===== config.mk =====
export PLATFORM = sky130hd
export DESIGN_NAME = store_lane_packer
export DESIGN_NICKNAME = d
export VERILOG_FILES = /design/src/rtl/mem_pkg.sv /design/src/rtl/lane_pack.sv /design/src/rtl/store_lane_packer.sv
export SDC_FILE = /design/constraint.sdc
export NUM_CORES = 1
export LEC_CHECK = 0
export ABC_AREA = 1
export CAP_MARGIN = 20
export CORE_ASPECT_RATIO = 1.2
export CORE_MARGIN = 2
export CORE_UTILIZATION = 30
export CTS_CLUSTER_SIZE = 12
export DETAILED_ROUTE_END_ITERATION = 7
export GPL_TIMING_DRIVEN = 0
export HOLD_SLACK_MARGIN = 0.1
export PLACE_DENSITY_LB_ADDON = 0.3
export SLEW_MARGIN = 20
export SYNTH_ARGS = -nofsm -noshare
export SYNTH_HDL_FRONTEND = slang
export SYNTH_HIERARCHICAL = 1
export SYNTH_SLANG_ARGS = --single-unit
export TNS_END_PERCENT = 10

===== constraint.sdc =====
create_clock -name clk -period 1.3 [get_ports clk]
set_input_delay 0.195 -clock clk [delete_from_list [all_inputs] [get_ports clk]]
set_output_delay 0.195 -clock clk [all_outputs]
set_load 0.01 [all_outputs]

===== src/rtl/mem_pkg.sv =====
// Shared store-path definitions: op encodings, byte-lane masks and the packed write beat.
// Byte order is big-endian, so lane 0 is bits [31:24] and maps to be[3].
package mem_pkg;

    typedef enum logic [1:0] {
        ST_SB  = 2'b00,
        ST_SH  = 2'b01,
        ST_SW  = 2'b10,
        ST_RSV = 2'b11
    } st_op_e;

    localparam logic [3:0] BE_B0 = 4'b1000;
    localparam logic [3:0] BE_B1 = 4'b0100;
    localparam logic [3:0] BE_B2 = 4'b0010;
    localparam logic [3:0] BE_B3 = 4'b0001;
    localparam logic [3:0] BE_H0 = 4'b1100;
    localparam logic [3:0] BE_H2 = 4'b0011;
    localparam logic [3:0] BE_W  = 4'b1111;

    // Widest address a beat can carry; narrower ADDR_W uses the low bits.
    localparam int BEAT_ADDR_W = 32;

    typedef struct packed {
        logic [BEAT_ADDR_W-1:0] addr;
        logic [31:0]            wdata;
        logic [3:0]             be;
        logic                   err;
    } beat_t;

endpackage


===== src/rtl/lane_pack.sv =====
// Combinational store lane placement: narrows the register operand and places it
// in its big-endian byte lanes, flagging misaligned or reserved stores.
module lane_pack
    import mem_pkg::*;
(
    input  logic [1:0]  op,
    input  logic [1:0]  lane,
    input  logic [31:0] data,
    output logic [31:0] wdata,
    output logic [3:0]  be,
    output logic        err
);

    always_comb begin
        wdata = '0;
        be    = '0;
        err   = 1'b0;
        case (st_op_e'(op))
            ST_SB: begin
                case (lane)
                    2'd0: begin wdata = {data[7:0], 24'h0};       be = BE_B0; end
                    2'd1: begin wdata = {8'h0, data[7:0], 16'h0}; be = BE_B1; end
                    2'd2: begin wdata = {16'h0, data[7:0], 8'h0}; be = BE_B2; end
                    default: begin wdata = {24'h0, data[7:0]};    be = BE_B3; end
                endcase
            end
            ST_SH: begin
                if (lane[0]) begin
                    err = 1'b1;
                end else if (!lane[1]) begin
                    wdata = {data[15:0], 16'h0};
                    be    = BE_H0;
                end else begin
                    wdata = {16'h0, data[15:0]};
                    be    = BE_H2;
                end
            end
            ST_SW: begin
                if (lane != 2'd0) begin
                    err = 1'b1;
                end else begin
                    wdata = data;
                    be    = BE_W;
                end
            end
            default: err = 1'b1;
        endcase
    end

endmodule


===== src/rtl/store_lane_packer.sv =====
// MEM-stage store aligner: lane-packs EX/MEM stores into data-memory write beats
// behind a registered output stage with a one-entry skid buffer.
module store_lane_packer
    import mem_pkg::*;
#(
    parameter int ADDR_W = 32,
    parameter int CNT_W  = 8
) (
    input  logic              clk,
    input  logic              reset,
    input  logic              in_valid,
    output logic              in_ready,
    input  logic [1:0]        in_op,
    input  logic [ADDR_W-1:0] in_addr,
    input  logic [31:0]       in_data,
    output logic              out_valid,
    input  logic              out_ready,
    output logic [ADDR_W-1:0] out_addr,
    output logic [31:0]       out_wdata,
    output logic [3:0]        out_be,
    output logic              out_err,
    output logic [CNT_W-1:0]  misalign_cnt
);

    beat_t            beat_in;
    beat_t            out_q;
    beat_t            skid_q;
    logic             out_valid_q;
    logic             skid_full_q;
    logic [CNT_W-1:0] cnt_q;
    logic [31:0]      pk_wdata;
    logic [3:0]       pk_be;
    logic             pk_err;
    logic             in_fire;
    logic             out_load;

    lane_pack u_lane_pack (
        .op    (in_op),
        .lane  (in_addr[1:0]),
        .data  (in_data),
        .wdata (pk_wdata),
        .be    (pk_be),
        .err   (pk_err)
    );

    always_comb begin
        beat_in                = '0;
        beat_in.addr[ADDR_W-1:2] = in_addr[ADDR_W-1:2];
        beat_in.wdata          = pk_wdata;
        beat_in.be             = pk_be;
        beat_in.err            = pk_err;
    end

    // in_ready comes straight off the skid flag, so out_ready never reaches it combinationally.
    assign in_ready = !skid_full_q;
    assign in_fire  = in_valid && in_ready;
    assign out_load = !out_valid_q || out_ready;

    always_ff @(posedge clk or negedge reset) begin
        if (!reset) begin
            out_q       <= '0;
            out_valid_q <= 1'b0;
            skid_q      <= '0;
            skid_full_q <= 1'b0;
        end else if (out_load) begin
            // A full skid blocks new input, so draining it never collides with an accept.
            if (skid_full_q) begin
                out_q       <= skid_q;
                out_valid_q <= 1'b1;
                skid_full_q <= 1'b0;
            end else if (in_fire) begin
                out_q       <= beat_in;
                out_valid_q <= 1'b1;
            end else begin
                out_valid_q <= 1'b0;
            end
        end else if (in_fire) begin
            skid_q      <= beat_in;
            skid_full_q <= 1'b1;
        end
    end

    always_ff @(posedge clk or negedge reset) begin
        if (!reset) begin
            cnt_q <= '0;
        end else if (out_valid_q && out_ready && out_q.err && (cnt_q != {CNT_W{1'b1}})) begin
            cnt_q <= cnt_q + CNT_W'(1);
        end
    end

    assign out_valid    = out_valid_q;
    assign out_addr     = out_q.addr[ADDR_W-1:0];
    assign out_wdata    = out_q.wdata;
    assign out_be       = out_q.be;
    assign out_err      = out_q.err;
    assign misalign_cnt = cnt_q;

endmodule


==> summary.txt <==
Synthesis
  • Largest cells by area after synthesis: dfrtp_1 50%, nand2_1 15%, o21ai_0 9.8%, nand3_1 7.7%, o21ai_1 4.6%
  • Cell taking the most area after synthesis: dfrtp_1
  • Count leader, synth: nand2_1
  • Commonest cells post-synth: 281 x nand2_1, 144 x dfrtp_1, 142 x o21ai_0
  • Top_reg_cell synth: dfrtp_1
  • Yosys top cell area share: 0.499
  • Synth cell types: 20
  • Synthesis Warnings: 6
  • Ys async rst share: 1.00
  • Mean Syn Cell Area: 7.77 um2
  • Seq/Total Area, Yosys: 0.499
  • Mapped cell area: slightly above 7000 um2
  • Synth Instances: just over 900
  • #FFs+latches synth: around 140
  • Post-synth EDFFs: 0

Min path
  • Hold Path Sink: skid_q[0]$_DFFE_PN0P_
  • Type of the tightest min-delay check: in2reg
  • Hold Path Depth: 5
  • Hold path startpoint: in_op[0]

Finish
  • Diode count: 0
  • Final Core Density: 0.444
  • FF+latch area: about 3600 um2
  • FILL cells: between 2k and 2.5k
  • Layout cells sized above 1: 0.199
  • Area grow syn2layout: 46.5%
  • Post-layout nets: roughly 1.2k
  • Multi-input logic area: 3100 um2

Outcome
  • Status: finished, violations left
  • Violated checks: negative setup slack

Critical path
  • Crit. End Element: output pin
  • Worst R2R Path Depth: 7
  • Max FO, Critical Path: 3
  • Arrival @ worst endpoint: ~1300 ps
  • Critical path launch point type: flip-flop
  • Setup CP Type: reg2out
  • Flop2flop setup slack: -130 ps
  • Critical R2R Capture: skid_q[12]$_DFFE_PN0P_
  • Worst r2r src: skid_full_q$_DFFE_PN0P_
  • Worst path required time: about 1100 ps

Timing
  • Relative slew slack: 0.647
  • Worst Setup Slack, final: -173 ps
  • Period utilisation layout: 1.13
  • Fmax: 0.679 GHz
  • Final hold viol count: 0
  • Max Slew Vio Count: 0
  • Total Negative Setup Slacks: -9090 ps
  • Final Setup Violations: 131
  • RSZ-0062 raised after global routing: yes
  • Final Critical Period: 1470 ps
  • Clock Skews: 8.68 ps
  • Worst-margin pin slew: 530 ps

Clock tree
  • Longest Clk Path Bufs: 2
  • Skew-Pair Late Insertion Delay: 430 ps
  • H-tree lvl count: 4
  • CTS Root Cell: clkbuf_16
  • TritonCTS Buffers: 17
  • CTS clk-pin slew, worst paths: 60 ps
  • CTS tree: done
  • Clock sink count: 144

Floorplan
  • Die footprint: 25300 um2
  • Core ar.: approximately 24000 um2
  • Initial core utilization: 0.303
  • Die Span Y: 174 um
  • Die width: 146 um
  • # rows: just over 60
  • Top Ports: 149

Routing
  • Met3 routed WL: 988 um
  • DR vias/cell: 4.74
  • Metal2 WL: 11800 um
  • Metal-1 WL: 9970 um
  • Detailed Route Iter0 Violations: around 450
  • Routed wire per std cell: 15.8 um
  • DRC viols: 0
  • Top Metal Used: met4
  • Vias: 6952
  • Final ANT Viol Nets: 0
  • First-pass detailed-route iteration total: 5
  • WL final: 23200 um

Global route
  • Vias in the first global route: around 6.7k
  • Largest net degree at the start of global routing: 81
  • All-Layer GR Usage: 0.178
  • First-pass GRT wire length: 35800 um
  • GRT overflow: 0
  • Initial antenna violation count: 0

Flow run
  • # Max-Cap Violations: 0

Pwr
  • Worst IR Drop VDD: between 0.7 and 0.8 mV
  • Power Total: about 0.014 W
  • Leakage: 5.03 nW
  • Pwr/cell area: 1350 nW/um2

Placed design
  • I/O Buffers: 146
  • Placer congestion estimate: roughly 0.95
  • DP HPWL: 15800 um
-- through the flow --
| stage | std cells | hold slack, ps | worst slack [ps] | area [um2] |
|---|---|---|---|---|
| after global placement | 1397 | 460 | -6540 | 9090 |
| after floorplan | 931 | -101 | 2.94 | 7230 |
| final | 1468 | 265 | -173 | 10600 |
| after detailed placement | 1398 | 176 | -765 | 9120 |
| after CTS | 1448 | 312 | -209 | 10000 |
| after global routing | 1468 | 299 | -214 | 10600 |
-- kinds of logic (layout without fill, tap and decap cells) --
logic type / count (synthesis) / count (layout) / share of synthesized area
compound gates: 208 / 208 / 0.144
fa+ha+maj: 1 / 1 / 0.00173
simple gates: 425 / 426 / 0.246
flops: 144 / 144 / 0.499
buf+inv: 149 / 365 / 0.106
xor+xnor: 2 / 2 / 0.00243
other cells: 1 / 2 / 0.000519
-- flip-flops by register name, summed over array words and instances, names as in the netlist --
register / flops
out_be: 4
out_wdata: 32
skid_q: 67
misalign_cnt: 8
out_err: 1
out_addr: 30
skid_full_q: 1
out_valid: 1
-- critical path, cell delays in order, from the launching register on --
cell and delay (ps):
dfrtp_1 410, inv_4 130, buf_12 120, buf_8 90, buf_6 90
-- per-layer routing --
metal,GRT usage,vias to the layer above
met5,0,-
li1,-,3423
met2,0.303,207
met3,0.0323,24
met1,0.227,3298
met4,0.0645,0
-- report_power, final --
group	leakage, nW	switching (W)	internal (W)
Clock	0.277	0.00207	0.00291
Sequential	1.84	0.000472	0.00524
Combinational	2.91	0.00188	0.00176
Total	5.03	0.00442	0.00991
-- final cells by class --
| class | instances | area share |
|---|---|---|
| Clock buffer | 19 | 0.0419 |
| Tap cell | 320 | 0.0378 |
| Buffer | 60 | 0.0561 |
| Clock inverter | 13 | 0.0143 |
| Sequential cell | 144 | 0.341 |
| Multi-Input combinational cell | 639 | 0.293 |
| Timing Repair Buffer | 187 | 0.184 |
| Inverter | 86 | 0.0313 |
-- layout by cell type (no fill, tap or decap), drive strengths merged, types with 5 or more instances in the layout --
| cell type | instances |
|---|---|
| clkdlybuf4s15 | 65 |
| nand3 | 113 |
| clkinv | 5 |
| nor2 | 32 |
| clkbuf | 54 |
| inv | 88 |
| o21ai | 208 |
| nand2 | 281 |
| buf | 80 |
| clkdlybuf4s50 | 64 |
| dfrtp | 144 |
-- how the worst max path moves through the flow --
stage / end / slack (ps) / from
3_3_place_gp: misalign_cnt[0]$_DFFE_PN0P_ / -6540 / reset
4_1_cts: in_ready / -210 / skid_full_q$_DFFE_PN0P_
6_report: in_ready / -170 / skid_full_q$_DFFE_PN0P_
2_1_floorplan: misalign_cnt[3]$_DFFE_PN0P_ / 3 / misalign_cnt[1]$_DFFE_PN0P_
3_5_place_dp: out_wdata[30]$_DFFE_PN0P_ / -770 / in_op[0]
5_1_grt: in_ready / -210 / skid_full_q$_DFFE_PN0P_
-- repair_timing --
item / in CTS / in global routing
pin swaps: 1 / 6
cloned: 1 / 8
endpoints found under the hold margin: 64 / 0
gates resized for setup: 205 / 213
setup buffers: 17 / 14
hold buffers: 1 / 0
setup endpoints to repair: 217 / 164
Note: power is estimated with default switching activity, not from simulation.
